**src/rtl/finv_arbiter_if.sv**
```systemverilog
// Requester-side bundle of finv_arbiter: operand issue handshake and result writeback.
// Single-cycle pulses on res_*; no backpressure on results.
// master = requester cluster, slave = arbiter.
interface finv_arbiter_if #(
  parameter int NREQ = 2,
  parameter int TAGW = 5
);
  logic [NREQ-1:0]      req_valid;
  logic [NREQ*32-1:0]   req_x;
  logic [NREQ*TAGW-1:0] req_tag;
  logic [NREQ-1:0]      req_ready;
  logic [NREQ-1:0]      res_valid;
  logic [31:0]          res_y;
  logic [TAGW-1:0]      res_tag;

  modport master (
    output req_valid, req_x, req_tag,
    input  req_ready, res_valid, res_y, res_tag
  );

  modport slave (
    input  req_valid, req_x, req_tag,
    output req_ready, res_valid, res_y, res_tag
  );
endinterface

```
**src/rtl/finv_arbiter.sv**
```systemverilog
// Round-robin sharing of one fixed-latency finv unit; tags ride a shadow pipe (FINV_ARB_PERF_EN adds perf counters).
// Latency: result pulse LAT+1 cycles after the transfer cycle; one issue per cycle total.
// Backpressure: req_ready only toward requesters; results are pulses that must be accepted.
module finv_arbiter #(
  parameter int NREQ = 2,
  parameter int LAT  = 4,
  parameter int TAGW = 5
) (
  input  logic                 clk,
  input  logic                 rstn,
  input  logic                 flush,
  finv_arbiter_if.slave        io,
  output logic [31:0]          finv_x,
  input  logic [31:0]          finv_y,
  output logic                 busy
`ifdef FINV_ARB_PERF_EN
  ,
  input  logic                 perf_clr,
  output logic [31:0]          perf_issue,
  output logic [31:0]          perf_conflict
`endif
);
  localparam int IW = (NREQ > 1) ? $clog2(NREQ) : 1;

  logic [IW-1:0]             ptr;
  logic [IW:0]               cand;
  logic                      found;
  logic                      gnt_any;
  logic [IW-1:0]             gnt_id;
  logic [31:0]               gnt_x;
  logic [TAGW-1:0]           gnt_tag;
  logic [LAT-1:0]            sv;
  logic [LAT-1:0][IW-1:0]    sid;
  logic [LAT-1:0][TAGW-1:0]  stag;
  logic [NREQ-1:0]           out_oh;

  // Search ptr, ptr+1, ... with explicit wrap so non-power-of-two NREQ works.
  always_comb begin
    found  = 1'b0;
    gnt_id = '0;
    cand   = '0;
    for (int k = 0; k < NREQ; k++) begin
      cand = {1'b0, ptr} + (IW+1)'(k);
      if (cand >= (IW+1)'(NREQ)) cand = cand - (IW+1)'(NREQ);
      if (!found && io.req_valid[cand[IW-1:0]]) begin
        found  = 1'b1;
        gnt_id = cand[IW-1:0];
      end
    end
    gnt_any = found & ~flush & rstn;
  end

  always_comb begin
    gnt_x        = '0;
    gnt_tag      = '0;
    io.req_ready = '0;
    out_oh       = '0;
    for (int i = 0; i < NREQ; i++) begin
      if (gnt_id == IW'(i)) begin
        gnt_x   = io.req_x[i*32 +: 32];
        gnt_tag = io.req_tag[i*TAGW +: TAGW];
      end
      io.req_ready[i] = gnt_any && (gnt_id == IW'(i));
      out_oh[i]       = (sid[LAT-1] == IW'(i));
    end
  end

  assign finv_x = gnt_any ? gnt_x : 32'h0;
  assign busy   = (|sv) | (|io.res_valid);

  always_ff @(posedge clk or negedge rstn) begin
    if (!rstn) begin
      ptr <= '0;
    end else if (gnt_any) begin
      ptr <= (gnt_id == IW'(NREQ-1)) ? '0 : gnt_id + 1'b1;
    end
  end

  // Shadow pipe mirrors finv; flush kills every valid bit on the same edge.
  always_ff @(posedge clk or negedge rstn) begin
    if (!rstn) begin
      sv   <= '0;
      sid  <= '0;
      stag <= '0;
    end else begin
      sv[0]   <= gnt_any & ~flush;
      sid[0]  <= gnt_id;
      stag[0] <= gnt_tag;
      for (int s = 1; s < LAT; s++) begin
        sv[s]   <= sv[s-1] & ~flush;
        sid[s]  <= sid[s-1];
        stag[s] <= stag[s-1];
      end
    end
  end

  always_ff @(posedge clk or negedge rstn) begin
    if (!rstn) begin
      io.res_valid <= '0;
      io.res_y     <= '0;
      io.res_tag   <= '0;
    end else if (sv[LAT-1] && !flush) begin
      io.res_valid <= out_oh;
      io.res_y     <= finv_y;
      io.res_tag   <= stag[LAT-1];
    end else begin
      io.res_valid <= '0;
      io.res_y     <= '0;
      io.res_tag   <= '0;
    end
  end

`ifdef FINV_ARB_PERF_EN
  logic conflict;
  assign conflict = ($countones(io.req_valid) >= 2) && !flush;

  always_ff @(posedge clk or negedge rstn) begin
    if (!rstn) begin
      perf_issue    <= '0;
      perf_conflict <= '0;
    end else if (perf_clr) begin
      perf_issue    <= '0;
      perf_conflict <= '0;
    end else begin
      if (gnt_any)  perf_issue    <= perf_issue + 32'd1;
      if (conflict) perf_conflict <= perf_conflict + 32'd1;
    end
  end
`endif
endmodule
```
**src/flat_wrapper.sv**
```systemverilog
// flat-port wrapper written by rule: the top's interface ports become plain ports
module finv_arbiter_flat 
#(
  parameter int NREQ = 2,
  parameter int LAT  = 4,
  parameter int TAGW = 5
)
  (clk, rstn, flush, finv_x, finv_y, busy, io_req_valid, io_req_x, io_req_tag, io_req_ready, io_res_valid, io_res_y, io_res_tag);
  finv_arbiter_if #(.NREQ(NREQ), .TAGW(TAGW)) io_i ();
  input  logic clk;
  input  logic rstn;
  input  logic flush;
  output logic [31:0] finv_x;
  input  logic [31:0] finv_y;
  output logic busy;
  input wire logic [$bits(io_i.req_valid)-1:0] io_req_valid;
  input wire logic [$bits(io_i.req_x)-1:0] io_req_x;
  input wire logic [$bits(io_i.req_tag)-1:0] io_req_tag;
  output wire logic [$bits(io_i.req_ready)-1:0] io_req_ready;
  output wire logic [$bits(io_i.res_valid)-1:0] io_res_valid;
  output wire logic [$bits(io_i.res_y)-1:0] io_res_y;
  output wire logic [$bits(io_i.res_tag)-1:0] io_res_tag;
  assign io_i.req_valid = io_req_valid;
  assign io_i.req_x = io_req_x;
  assign io_i.req_tag = io_req_tag;
  assign io_req_ready = io_i.req_ready;
  assign io_res_valid = io_i.res_valid;
  assign io_res_y = io_i.res_y;
  assign io_res_tag = io_i.res_tag;
  finv_arbiter #(.NREQ(NREQ), .LAT(LAT), .TAGW(TAGW)) u_core (.clk(clk), .rstn(rstn), .flush(flush), .io(io_i), .finv_x(finv_x), .finv_y(finv_y), .busy(busy));
endmodule
```
**config.mk**
```make
export PLATFORM = sky130hd
export DESIGN_NAME = finv_arbiter_flat
export DESIGN_NICKNAME = d
export VERILOG_FILES = /design/src/rtl/finv_arbiter_if.sv /design/src/rtl/finv_arbiter.sv /design/src/flat_wrapper.sv
export SDC_FILE = /design/constraint.sdc
export NUM_CORES = 1
export LEC_CHECK = 0
export CORE_AREA = 8 8 74 76
export DETAILED_ROUTE_END_ITERATION = 8
export DIE_AREA = 0 0 82 84
export DONT_BUFFER_PORTS = 1
export GPL_ROUTABILITY_DRIVEN = 0
export GPL_TIMING_DRIVEN = 0
export HOLD_SLACK_MARGIN = 0.15
export PLACE_DENSITY = 0.85
export SLEW_MARGIN = 30
export SYNTH_ARGS = -nofsm -noshare
export SYNTH_HDL_FRONTEND = slang
export SYNTH_SLANG_ARGS = --single-unit
```
**constraint.sdc**
```tcl
create_clock -name clk -period 1.6 [get_ports clk]
set_input_delay 0.16 -clock clk [delete_from_list [all_inputs] [get_ports clk]]
set_output_delay 0.16 -clock clk [all_outputs]
set_load 0.03 [all_outputs]
```
# Word level (Yosys, flattened, before mapping)
# Index checks and enable logic that the tools add are counted.
# Widths: inputs -> output; s select.
[totals]
register_bits = 68
output_inout_bits = 74
[op_classes]
addsub = 4
order_cmp = 4
muxes = 17
bitwise_logic = 10
reduce_logical = 8
[ops]
columns = ["operator", "count"]
rows = [
  ["$mux 32", 3],
  ["$mux 1", 11],
  ["$mux 5", 2],
  ["$and 1x1->1", 6],
  ["$logic_and 1x1->1", 4],
  ["$lt 1x2->1 const B", 2],
  ["$reduce_or 4->1", 1],
  ["$not 1->1", 3],
  ["$add 1x1->2 const B", 1],
  ["$ge 1x2->1 const B", 1],
  ["$ge 2x2->1 const B", 1],
  ["$logic_not 1->1", 2],
  ["$mux 2", 1],
  ["$reduce_or 2->1", 1],
  ["$sub 1x1->1 const B", 2],
  ["$add 1x1->1 const B", 1],
  ["$or 1x1->1", 1],
]

# Longest topological paths before layout
# Gate-level depths: netlist of run 1.
[depth]
depth_word = 11
ltp_mapped = 4

# Worst setup path after synthesis of run 1
# OpenSTA, ideal clock, no wires.
[synth_path]
path_type = "flip-flop to output port"
from = "register u_core.ptr"
to = "output finv_x[22]"
arrival_time_ps = 1307
slack_ps = 133
stages_incl_launch_ff = 5
n_path_buf = 1
cell_sequence = "dfrtp_1 > nor2b_2 > nor3b_4 > buf_6 > a22o_1"
[synth_via]
elab_chain_cells = 11
elab_cells_between_ends = 21
classes_between = "add/sub (3); order compare (2); mux (12); bitwise (2); reduce/logical (2)"
[synth_rtl]
columns = ["item", "line", "source"]
rows = [
  ["start, declared", "finv_arbiter.sv:25", "logic [IW-1:0] ptr;"],
  ["start signal, assigned", "finv_arbiter.sv:75", "ptr <= (gnt_id == IW'(NREQ-1)) ? '0 : gnt_id + 1'b1;"],
  ["$ge 1x2->1 / $sub 1x1->1 (equally long branches)", "finv_arbiter.sv:44", "if (cand >= (IW+1)'(NREQ)) cand = cand - (IW+1)'(NREQ);"],
  ["$mux 1", "finv_arbiter.sv:44", ""],
  ["$mux 1 (not written as such) (2 in a row)", "finv_arbiter.sv:45", "if (!found && io.req_valid[cand[IW-1:0]]) begin"],
  ["$mux 1", "finv_arbiter.sv:45", ""],
  ["$logic_not 1->1", "finv_arbiter.sv:45", ""],
  ["$logic_and 1x1->1", "finv_arbiter.sv:45", ""],
  ["$mux 1", "finv_arbiter.sv:45", ""],
  ["$and 1x1->1 (2 in a row)", "finv_arbiter.sv:50", "gnt_any = found & ~flush & rstn;"],
  ["$mux 32 *", "finv_arbiter.sv:68", "assign finv_x = gnt_any ? gnt_x : 32'h0;"],
  ["end, declared", "flat_wrapper.sv:13", "output logic [31:0] finv_x;"],
]
# Mark *: on every way between the ends. The rest lies on a longest branch, timed or not. The select of a mux whose other input is x is not followed.

# Final worst setup path of run 1
[layout_path]
from = "register u_core.ptr"
to = "output finv_x[11]"
# The elaborated chain is that of the path after synthesis.

==> results of run 1 <==
-- metal layers --
layer / vias up / global-route usage (%) / wire [um]
met5: - / 0 / 0
met4: 0 / 5.59 / 66
met3: 6 / 12.2 / 927
met2: 122 / 43.8 / 4710
met1: 843 / 23.8 / 2850
li1: 726 / - / -
-- through the flow --
step | worst slack, ns | utilization (%) | total power, mW | hold slack, ns | instance area, um2
3_5_place_dp | -0.0172 | 60.1 | 2.08 | -0.134 | 2560
3_3_place_gp | 0.00954 | 60.1 | 2.08 | -0.134 | 2560
2_1_floorplan | 0.133 | - | 2.05 | -0.136 | 2500
4_1_cts | -0.127 | 86.9 | 3.79 | -0.493 | 3710
6_report | -0.104 | 88.8 | 3.82 | -0.483 | 3780
5_1_grt | -0.165 | 88.8 | 3.95 | -0.513 | 3780
-- Yosys cell counts (2+ instances only) --
cell       n
inv_1      2
clkbuf_1   3
a22o_1    32
nor2_1     3
and2_1    38
mux2_2     5
buf_6      6
nor2b_1    4
dfrtp_1   68
-- cell families (layout without fill, tap and decap cells) --
| kind of cell | Yosys count | count (layout) |
|---|---|---|
| flip-flops | 68 | 68 |
| AND/OR/NAND/NOR | 52 | 52 |
| AO/OA/AOI/OAI | 35 | 35 |
| buffers and inverters | 12 | 87 |
| multiplexers | 5 | 5 |
-- registers in the layout (all words and copies together), names as in the netlist --
register	count
u_core.stag	20
u_core.ptr	1
u_core.io.res_valid	2
u_core.sv	4
u_core.sid	3
u_core.io.res_tag	5
u_core.io.res_y	32
u_core.out_oh	1
-- power by group --
part	switching (mW)	leakage [nW]	internal, mW
Sequential	0.0383	0.891	1.79
Combinational	0.207	0.853	0.241
Clock	0.624	0.113	0.920
-- layout make-up --
cell class              instances  area, um2
fillers                       157        479
inverters                       2       7.51
clock inverters                 6       86.3
plain buffers                  10        136
clock buffers                  10        138
flip-flops and latches         68       1700
multi-input cells              92       1000
repair buffers                 59        644
well taps                      52       65.1
-- critical path, cell delays in order, from the launching register on --
cell,delay (ns)
dfrtp_2,0.45
a211oi_4,0.25
buf_6,0.17
buf_12,0.14
a22o_4,0.19
-- timing repair --
action | 4_1_cts | 5_1_grt
hold endpoints to repair | 111 | 68
cloned | 1 | 2
setup endpoints to repair | 34 | 36
setup buffers | 8 | 0
pin swaps | 30 | 6
gates resized for setup | 80 | 7
-- path summary, 6_finish.rpt --
check,depth (start not counted),start,endpoint
worst max-delay path,4,u_core.ptr$_DFFE_PN0P_,finv_x[11]
worst min-delay path,0,rstn,u_core.io.res_y[28]$_DFF_PN0_
worst max register to register,3,u_core.ptr$_DFFE_PN0P_,u_core.stag[3]$_DFF_PN0_
worst min register to register,0,u_core.sid[2]$_DFF_PN0_,u_core.out_oh[1]$_DFF_PN0_
max in group asynchronous,0,rstn,u_core.sv[0]$_DFF_PN0_
min in group clk,3,io_req_valid[0],u_core.sid[0]$_DFF_PN0_
==> impl_metrics.ini, run 1 <==
[drt]
wl_per_cell_um = 28.6
via_per_inst = 5.68
dr_total_vias = 1697
route.detailed.drc = 0
wirelength_um = 8550
ant_nets = 0
first_pass_iters = 4
drt_iter0_markers = 57

[sta]
finClkSkew_ns = 0.0109
final_max_slew_viol_count = 0
hold_viol = 68
fin_ws_ns = -0.104
rsz0062_at_grt = yes
setup-violations-final = 32
period_share_pct = 106
hold_ws_ns = -0.483
worst_pin_slew_ns = 0.346
slew_headroom_pct = 76.9
post-route-min-period_ns = 1.70
max_freq_ghz = 0.587
setup-tns-final_ns = -2.83

[pwr]
power.density_mw_per_mm2 = 1010
ir_worst_vdd_v = 0.000711
p_leak_nw = 1.86

[outcome]
violations = negative hold slack, negative setup slack
outcome = finished, violations left

[final_layout]
final_cell_mix = dfrtp_1, dlygate4sd3_1, and2_1, a22o_4, clkbuf_8
diodes = 0
fin_cells = 299
final_common_cell = dfrtp_1
layout.nets = 353
drive_above_1_share_pct = 32.0
area_growth_syn_to_layout_pct = 51.5

[global_route]
grt_pass1_vias = 1966
gr-total-overflow = 0
grt.total_usage_pct = 24.4
grt_max_degree = 70
grt_pass1_wl_um = 12200
antenna_found_initial = 0

[logic_synthesis]
synth_nets = 283
synthAdderAreaFrac_pct = 0
syn_avg_cell_area_um2 = 14.5
syn_inst = 172
yosys_warnings = 0
synth_top_flop_cell = dfrtp_1
synth_top_family_by_area = simple AND/OR/NAND/NOR gates
synth_edf_count = 0
synth.top_cell.area_share_pct = 68.1
ys_seq_area_share_pct = 68.1
synth_xor_area_share_pct = 0
synthSimpleGateAreaFrac_pct = 13.6
muxShareOfSynthArea_pct = 2.25
ys_async_sr_fraction_pct = 100
synth_top_cell_by_area = dfrtp_1
netlist_area_mm2 = 0.00250
synth_area_leaders = dfrtp_1, a22o_1, and2_1, buf_6, mux2_2
synth_compound_area_share_pct = 12.4
synth-seq-cells = 68
yosysUniqueCellTypes = 20

[die]
initial_core_util_pct = 58.6
coreArea_mm2 = 0.00426
die_area_mm2 = 0.00689
rows = 24
fp.dieH_um = 84
io_pins = 185
fp.dieW_um = 82

[critical_path]
cp_data_required_time_ns = 1.44
startpoint_type = flop
cp_max_fo = 10
regToRegSetupSlack_ns = 0.15
critical_path_class = reg2out
endpoint_kind = output pin
worstPathArrival_ns = 1.54

[placed_design]
numPortBuffers = 0
hpwl_um = 5520
dp_cells = 224

[clock_tree]
cts_tree = yes
cts_buffers = 9
cts_hold_buffers = 49
cts.sinks = 68
path_clk_slew_ns = 0.08
clk_latency_ns = 0.33
clock-root-buffer = clkbuf_8
cts_max_level = 3
clockBufferDepth = 2

[flow_run]
max-cap-violations = 0

[worst_hold_path]
hold_path_class = in2async
Note: power is estimated with default switching activity, not from simulation.
==> inputs of run 2 (changes only) <==
Settings changed: ABC_AREA set to 1, CORE_AREA 8 8 74 76 to 8 8 76 78, DIE_AREA 0 0 82 84 to 0 0 84 86, PLACE_DENSITY 0.85 to 0.88.
==> run 2 against run 1 <==
The flow finishes with violations (negative hold slack). Final cell count grew 39%. Synthesized cell count increased by 75%. Clock-buffer cell count rose by 2. Global-route usage shrank 0.16 points. Wire length grew 10%. Cell area up 2.5%.
==> impl_metrics.ini, run 2 <==
[final_layout]
fill_cells = 224
largest_register_ffs = 32
top_register = u_core.io.res_y
diodes = 0
area_growth_syn_to_layout_pct = 39.6
drive_above_1_share_pct = 26.9
final_common_cell = dfrtp_1
fin_cells = 415
multiInputGateArea_mm2 = 0.00112
regArea_mm2 = 0.00170
layout.nets = 467
final_cell_mix = dfrtp_1, nor2_1, dlygate4sd3_1, inv_1, nand2_4
reg.largest.list = u_core.io.res_y (32), u_core.stag (20), u_core.io.res_tag (5)

[drt]
wl_per_cell_um = 22.7
route.detailed.drc = 0
wirelength_um = 9440
via_per_inst = 5.79
ant_nets = 0
dr_total_vias = 2404
wl_met3_um = 957
wl_met2_um = 4990
first_pass_iters = 4
drt_iter0_markers = 105
top_layer_used = met4
met1_length_um = 3330

[logic_synthesis]
yosys_warnings = 0
synth_common_cells = dfrtp_1, nand2_1, nor2_1
synth_area_leaders = dfrtp_1, nand4_1, nand2_1, nor2_1, inv_1
synth.top_cell.area_share_pct = 61.3
ys_seq_area_share_pct = 61.3
synth_top_flop_cell = dfrtp_1
netlist_area_mm2 = 0.00278
syn_inst = 301
ys_async_sr_fraction_pct = 100
yosysMostFrequentCell = dfrtp_1
synth_top_cell_by_area = dfrtp_1
synth-seq-cells = 68
synth_nets = 412
yosysUniqueCellTypes = 15
synth_edf_count = 0
syn_avg_cell_area_um2 = 9.23

[sta]
rsz0062_at_grt = yes
setup-violations-final = 0
worst_pin_slew_ns = 0.437
hold_ws_ns = -0.483
period_share_pct = 97.5
max_freq_ghz = 0.641
final_max_slew_viol_count = 0
setup-tns-final_ns = 0
post-route-min-period_ns = 1.56
finClkSkew_ns = 0.0101
hold_viol = 68
slew_headroom_pct = 70.8

[global_route]
gr-total-overflow = 0
grt_max_degree = 71
antenna_found_initial = 0
grt.total_usage_pct = 24.2
grt_pass1_wl_um = 13700
grt_pass1_vias = 2558

[pwr]
ir_worst_vdd_v = 0.000546
p_leak_nw = 1.97
power.density_mw_per_mm2 = 980

[clock_tree]
cts.sinks = 68
clockBufferDepth = 2
path_clk_slew_ns = 0.08
cts_tree = yes
cts_buffers = 9
clock-root-buffer = clkbuf_8
clk_latency_ns = 0.33
cts_hold_buffers = 43
cts_max_level = 3

[placed_design]
hpwl_um = 5470
numPortBuffers = 0
dp_cells = 355

[die]
fp.dieH_um = 86
coreArea_mm2 = 0.00460
io_pins = 185
initial_core_util_pct = 60.4
die_area_mm2 = 0.00722
rows = 25
fp.dieW_um = 84

[critical_path]
critical_path_class = reg2out
worstPathArrival_ns = 1.40
regToRegSetupSlack_ns = 0.38
endpoint_kind = output pin
reg2regPathDepth = 8
startpoint_type = flop
r2r_end = u_core.stag[3]$_DFF_PN0_
cp_max_fo = 10
cp_data_required_time_ns = 1.44
r2r-start = u_core.ptr$_DFFE_PN0P_

[outcome]
violations = negative hold slack
outcome = finished, violations left

[flow_run]
max-cap-violations = 0

[worst_hold_path]
hold_path_class = in2async
-- run 2: cell count changes after synthesis, sizes merged, moves of 9 or more --
cell	previous run	this run
nand3	0	32
nand2	1	52
nor2	3	48
nand4	0	33
buf	6	15
a22o	32	0
inv	2	46
and2	38	0
-- run 2: logic make-up (layout without fill, tap and decap cells) --
kind of cell,Yosys count,count (layout),share of synthesized area [%]
compound gates,1,1,0.180
buf+inv,67,127,10.9
flops,68,68,61.3
simple gates,165,165,27.7
-- run 2: how the worst max path moves through the flow --
stage                                 end              startpoint  slack [ns]
after floorplan           io_req_ready[1]  u_core.ptr$_DFFE_PN0P_        0.35
after global placement          finv_x[3]  u_core.ptr$_DFFE_PN0P_        0.17
after detailed placement        finv_x[3]  u_core.ptr$_DFFE_PN0P_        0.17
after CTS                       finv_x[7]  u_core.ptr$_DFFE_PN0P_       -0.01
after global routing           finv_x[28]  u_core.ptr$_DFFE_PN0P_       -0.07
final                           finv_x[3]  u_core.ptr$_DFFE_PN0P_        0.04
-- run 2: critical path, stage by stage, from the launching register on --
cell,delay [ns]
dfrtp_1,0.35
inv_2,0.05
nand2_4,0.09
buf_4,0.18
nand4_1,0.21
nand2_4,0.19
-- run 2: timing repair --
action | 4_1_cts | 5_1_grt
pin swaps | 1 | 18
resized for setup | 53 | 58
endpoints found under the setup margin | 34 | 35
buffers inserted | 0 | 1
hold endpoints to repair | 108 | 68
-- run 2: final cells by class --
type	instances	share of cell area (%)
buffer	21	4.52
clock buffer	12	4.00
clock inverter	4	1.23
inverter	46	4.45
multi-input combinational	166	28.8
sequential	68	43.9
tap	54	1.74
timing repair buffer	44	11.3
-- run 2: through the flow --
step | utilization, % | hold WS (ns) | setup WS (ns) | cell area [um2] | power [mW]
2_1_floorplan | - | -0.136 | 0.347 | 2780 | 2.15
3_3_place_gp | 61.9 | -0.134 | 0.171 | 2850 | 2.19
3_5_place_dp | 61.9 | -0.134 | 0.174 | 2850 | 2.21
4_1_cts | 79.0 | -0.484 | -0.0109 | 3630 | 3.69
5_1_grt | 84.4 | -0.513 | -0.0687 | 3880 | 3.94
6_report | 84.4 | -0.483 | 0.0406 | 3880 | 3.80
-- run 2: per-layer routing --
metal | track usage [%] | up-vias
met4 | 10.2 | 0
met2 | 42.0 | 162
met1 | 26.0 | 1168
met5 | 0 | -
met3 | 9.00 | 16
li1 | - | 1058
-- run 2: power by group --
group / total, mW / switching [mW] / internal (mW)
Sequential: 1.83 / 0.0357 / 1.79
Clock: 1.42 / 0.618 / 0.801
Combinational: 0.552 / 0.352 / 0.200
Total: 3.80 / 1.01 / 2.79
==> inputs of run 3 (changes only) <==
Settings changed: PLACE_DENSITY 0.88 to 0.86, TNS_END_PERCENT set to 100.
==> run 3 against run 2 <==
The run still ends with negative hold slack left. Hold slack got worse by 0.010 ns. Non-clock buffer count decreased by 1. Flip-flop and latch count unchanged. Sequential share of layout area increased by 2.1 points. Largest power group unchanged. Combinational power decreased by 7.2%. Via count decreased by 1.9%. Clock power about the same. First-iteration DRC count decreased by 4.8%. Final cell count decreased by 0.24%. Die area unchanged.
==> impl_metrics.ini, run 3 (synthesis gave the netlist of run 2 again) <==
[sta]
post-route-min-period_ns = 1.57
fin_ws_ns = 0.0308
worst_pin_slew_ns = 0.451
setup-violations-final = 0
finClkSkew_ns = 0.0132
max_freq_ghz = 0.637
hold_ws_ns = -0.493
hold_viol = 68
setup-tns-final_ns = 0
slew_headroom_pct = 69.8
period_share_pct = 98.1
rsz0062_at_grt = yes
final_max_slew_viol_count = 0

[clock_tree]
cts_hold_buffers = 43
clk_latency_ns = 0.34
clockBufferDepth = 2
cts_tree = yes
cts_max_level = 3
post_cts_buffers = 0
cts.sinks = 68
path_clk_slew_ns = 0.08
clock-root-buffer = clkbuf_8
cts_buffers = 9

[final_layout]
final_cell_mix = dfrtp_1, nor2_1, dlygate4sd3_1, inv_1, nand4_1
drive_above_1_share_pct = 21.9
reg.largest.list = u_core.io.res_y (32), u_core.stag (20), u_core.io.res_tag (5)
largest_register_ffs = 32
final_core_util_pct = 80.5
diodes = 0
fill_cells = 259
top_register = u_core.io.res_y
area_growth_syn_to_layout_pct = 33.3
final_common_cell = dfrtp_1
layout.nets = 466

[pwr]
sw_frac_of_total_pct = 27.0
p_comb_share_pct = 13.6
p_leak_nw = 1.94
power.share.sequential_pct = 48.8
power_mw = 3.75
p_clk_share_pct = 37.5
ir_worst_vdd_v = 0.000715
power.density_mw_per_mm2 = 1010
p_switching_mw = 1.01
internal_power_mw = 2.74

[drt]
wl_per_cell_um = 22.5
wirelength_um = 9320
ant_nets = 0
drt_iter0_markers = 100
dr_total_vias = 2359
via_per_inst = 5.70
route.detailed.drc = 0
first_pass_iters = 4

[die]
die_area_mm2 = 0.00722
io_pins = 185
fp.dieH_um = 86
initial_core_util_pct = 60.4
coreArea_mm2 = 0.00460
fp.dieW_um = 84
rows = 25

[critical_path]
endpoint_kind = output pin
cp_max_fo = 10
cp_num_buf_inv = 2
critPathMaxStageDelay_ns = 0.35
cp_data_required_time_ns = 1.44
startpoint_type = flop
slowest_stage = dfrtp_1
critPathTopFamily = simple AND/OR/NAND/NOR gates
worstPathCellList = inv_2, nand2_4, clkbuf_4, nand4_1, nand2_2
critical_path_class = reg2out
worstPathArrival_ns = 1.41

[worst_hold_path]
hold_path_class = in2async

[global_route]
gr-total-overflow = 0
antenna_found_initial = 0
grt.total_usage_pct = 24.7
grt_max_degree = 71
grt_pass1_wl_um = 13900
grt_pass1_vias = 2540

[outcome]
violations = negative hold slack
outcome = finished, violations left

[flow_run]
max-cap-violations = 0

[placed_design]
numPortBuffers = 0
dp_slack_ns = 0.192
hpwl_um = 5620
## run 3: changes by cell type in the layout (fill, tap and decap cells not counted), sizes merged
cell,change
buf,-3
clkbuf,+2
clkinv,+1
clkinvlp,-1
## run 3: worst reg2reg max path, delay by kind of cell (launching register included)
kind / cells / cell delay [ns]
DFF: 1 / 0.38
and+or+nand+nor: 4 / 0.34
buffers and inverters: 3 / 0.28
## run 3: power groups by stage
stage          Sequential, mW  Clock [mW]  Combinational [mW]
2_1_floorplan            1.85           0               0.296
3_3_place_gp             1.85           0               0.339
3_5_place_dp             1.86           0               0.348
4_1_cts                  1.83        1.37               0.484
5_1_grt                  1.84        1.50               0.547
6_report                 1.83        1.41               0.512
## run 3: per-layer routing
metal | track usage [%] | vias up | wire [um]
li1 | - | 1051 | -
met1 | 24.9 | 1109 | 3260
met2 | 44.3 | 171 | 4810
met3 | 10.7 | 28 | 947
met4 | 9.11 | 0 | 297
met5 | 0 | - | 0
## run 3: final cells by class
class                   count  area, um2  area share [%]
well taps                  54       67.6            1.82
plain buffers              21        175            4.73
clock buffers              12        145            3.92
flip-flops and latches     68       1700            46.0
repair buffers             43        430            11.6
multi-input cells         166        958            25.9
inverters                  46        173            4.66
clock inverters             4       48.8            1.32
## run 3: worst paths after layout
kind	from	endpoint	slack, ns	depth (start not counted)
setup reg to reg	u_core.ptr$_DFFE_PN0P_	u_core.stag[4]$_DFF_PN0_	0.49	7
hold reg to reg	u_core.stag[13]$_DFF_PN0_	u_core.stag[18]$_DFF_PN0_	0.34	0
hold / removal	rstn	u_core.io.res_y[15]$_DFF_PN0_	-0.49	0
max in group asynchronous	rstn	u_core.io.res_valid[1]$_DFF_PN0_	1.98	0
min in group clk	io_req_valid[0]	u_core.ptr$_DFFE_PN0P_	0.17	3
setup / recovery	u_core.ptr$_DFFE_PN0P_	finv_x[19]	0.03	5
## run 3: stage by stage
stage | instances | instance area [um2]
finish | 414 | 3700
global route | 414 | 3700
CTS | 414 | 3640
detailed placement | 355 | 2850
global placement | 355 | 2850
floorplan | 301 | 2780
## run 3: timing repair
item / in CTS / in global routing
setup endpoints to repair: 34 / 35
pin swaps: 2 / 7
hold endpoints to repair: 108 / 68
resized for setup: 59 / 15
==> RTL change, RTL diff (settings of run 2) <==
`NREQ` is set to 2 in 3 places; all go to 1.
--- a/src/rtl/finv_arbiter_if.sv
+++ b/src/rtl/finv_arbiter_if.sv
@@ -3,5 +3,5 @@
 // master = requester cluster, slave = arbiter.
 interface finv_arbiter_if #(
-  parameter int NREQ = 2,
+  parameter int NREQ = 1,
   parameter int TAGW = 5
 );
--- a/src/rtl/finv_arbiter.sv
+++ b/src/rtl/finv_arbiter.sv
@@ -3,5 +3,5 @@
 // Backpressure: req_ready only toward requesters; results are pulses that must be accepted.
 module finv_arbiter #(
-  parameter int NREQ = 2,
+  parameter int NREQ = 1,
   parameter int LAT  = 4,
   parameter int TAGW = 5
--- a/src/flat_wrapper.sv
+++ b/src/flat_wrapper.sv
@@ -2,5 +2,5 @@
 module finv_arbiter_flat 
 #(
-  parameter int NREQ = 2,
+  parameter int NREQ = 1,
   parameter int LAT  = 4,
   parameter int TAGW = 5
Ports: changed (5 resized); port bits go from 185 to 145. The function was not compared with the original's and may differ.
==> RTL change against run 2 <==
The flow still finishes with violations (hold timing). Sequential cell count shrank 6. First-iteration DRC count shrank 59%. Routed wire length shrank 44%. Design area shrank 26%. Via count shrank 42%. Area after synthesis shrank 21%. Worst setup slack gained 0.071 ns. Critical path type unchanged.
Power is not compared: it rests on default switching activity, and its combinational part moved more than twofold at a synthesized area within 25%.
==> RTL change: results (changes against run 2) <==
{| class="wikitable"
! Metric !! Value
|-
| Status || finished with violations
|-
| Violations in the final reports || hold timing
|-
| Final setup violating endpoints || 0 (unchanged)
|-
| Register-to-register path setup slack || 0.66 ns (+0.28 ns)
|-
| Sum of net half-perimeters after detailed placement || 3.56 mm (-35%)
|-
| Post-CTS sizing || 0 (-100%)
|-
| FF-to-FF Start || u_core.sv[3]
|-
| Largest fanout of any net on the critical path || 2 (-8)
|-
| Vias in the first global route || 1,527 (-40%)
|-
| Endpoint of the most critical setup path || busy
|-
| Worst hold slack || -0.459 ns (+0.0240 ns)
|-
| Placed cell area || 2270 sq um (-20%)
|-
| Maximum number of pins on one net before global-route repair || 64 (-9.9%)
|-
| Wire length of the first global-routing pass || 7.81 mm (-43%)
|-
| Number of antenna violations at the first check in global routing || 0 (unchanged)
|-
| Worst relative slew slack || 59.8% (-11 points)
|-
| GRT Util Overall || 13.8% (-10 points)
|-
| Routed vias/inst || 4.27 (-26%)
|-
| Biggest registers after layout || u_core.io.res_y: 32 flops, u_core.stag: 20 flops, u_core.io.res_tag: 5 flops
|-
| Fin. Hold Viols || 62 (-8.8%)
|-
| Dominant cells by area after synthesis || sky130_fd_sc_hd__dfrtp_1 (71%), sky130_fd_sc_hd__inv_1 (13%), sky130_fd_sc_hd__nor2_1 (12%), sky130_fd_sc_hd__buf_6 (1.5%), sky130_fd_sc_hd__buf_4 (1.0%)
|-
| Clock tree skew after final layout || 0.00478 ns (-0.00529 ns)
|-
| Number of buffers on the longest clock path || 2 (unchanged)
|-
| Signal arrival time at the worst endpoint || 1.33 ns (-0.07 ns)
|-
| Layout Cells excl Fill || 329 (-21%)
|-
| Number of H-tree levels || 3 (unchanged)
|-
| Gate count after technology mapping || 222 (-26%)
|-
| Post-synthesis async set-or-reset flop share || 100% (unchanged)
|-
| Post-layout net count || 344 (-26%)
|-
| CTS Hold Buffers Added || 38 (-12%)
|-
| Leading cell types by count after synthesis || sky130_fd_sc_hd__inv_1 (75), sky130_fd_sc_hd__nor2_1 (73), sky130_fd_sc_hd__dfrtp_1 (62)
|-
| Worst reg2reg path depth || 4 (-4)
|-
| Capture instance of the worst register-to-register path || u_core.io.res_y[17]
|-
| Number of nets produced by synthesis || 295 (-28%)
|-
| Setup crit start || u_core.io.res_valid
|-
| Fraction of the mapped netlist area in compound gates || 0% (-0.18 points)
|-
| Peak supply drop || 0.953 mV
|-
| Share of cells above drive strength 1 || 9.09% (-18 points)
|-
| WL/cell || 16.0 um (-30%)
|-
| Number of instances in the placed design || 276 (-22%)
|-
| Initial drt markers || 43 (-59%)
|-
| FILL cells || 337 (+50%)
|-
| Distinct cell type count after synthesis || 11 (-4)
|-
| Later-pin clock latency in the skew report || 0.31 ns (-0.02 ns)
|-
| Clock-pin transition on the worst setup and hold timing paths || 0.06 ns (-0.02 ns)
|-
| Share of the yosys chip area belonging to registers || 70.5% (+9.3 points)
|-
| Mux contribution to synthesized area || 0% (unchanged)
|}
RTL change: kinds of logic after synthesis:
kind of cell | count (synthesis)
buffers and inverters | 83
and+or+nand+nor | 77
DFF | 62
RTL change: through the flow:
step | setup slack, ns | hold slack [ns]
after floorplan | 0.537 | -0.136
after detailed placement | 0.436 | -0.134
final | 0.112 | -0.459
after CTS | 0.0984 | -0.478
after global routing | 0.0657 | -0.485
after global placement | 0.446 | -0.134
RTL change: area by class of cell:
type                    count  area, sq um  share of cell area, %
inverters                  76          285                   9.89
well taps                  54         67.6                   2.34
flip-flops and latches     62         1550                   53.8
clock buffers              11          141                   4.90
multi-input cells          77          302                   10.5
repair buffers             38          380                   13.2
plain buffers               7         61.3                   2.13
clock inverters             4         95.1                   3.30
RTL change: how the worst min path moves through the flow:
stage	start	to	slack (ns)
after floorplan	rstn	u_core.io.res_tag[0]	-0.14
after global placement	rstn	u_core.io.res_y[14]	-0.13
after detailed placement	rstn	u_core.io.res_y[14]	-0.13
after CTS	rstn	u_core.io.res_y[17]	-0.48
after global routing	rstn	u_core.stag[18]	-0.48
final	rstn	u_core.stag[15]	-0.46
RTL change: per-layer routing:
metal / global-route usage (%) / wire length (um)
met1: 12.8 / 1780
met4: 5.81 / 57
met3: 6.07 / 351
met2: 25.5 / 3070
met5: 0 / 0
RTL change: report_power, final:
part	internal (uW)	switching, uW	total, uW
clock	1070	527	1590
sequential	1600	15.3	1610
combinational	87.2	114	201
RTL change: critical path, cell delays in order, from the launching register on:
cell                      delay [ns]
sky130_fd_sc_hd__dfrtp_1        0.51
sky130_fd_sc_hd__nor2_1         0.19
sky130_fd_sc_hd__nand3_1        0.32
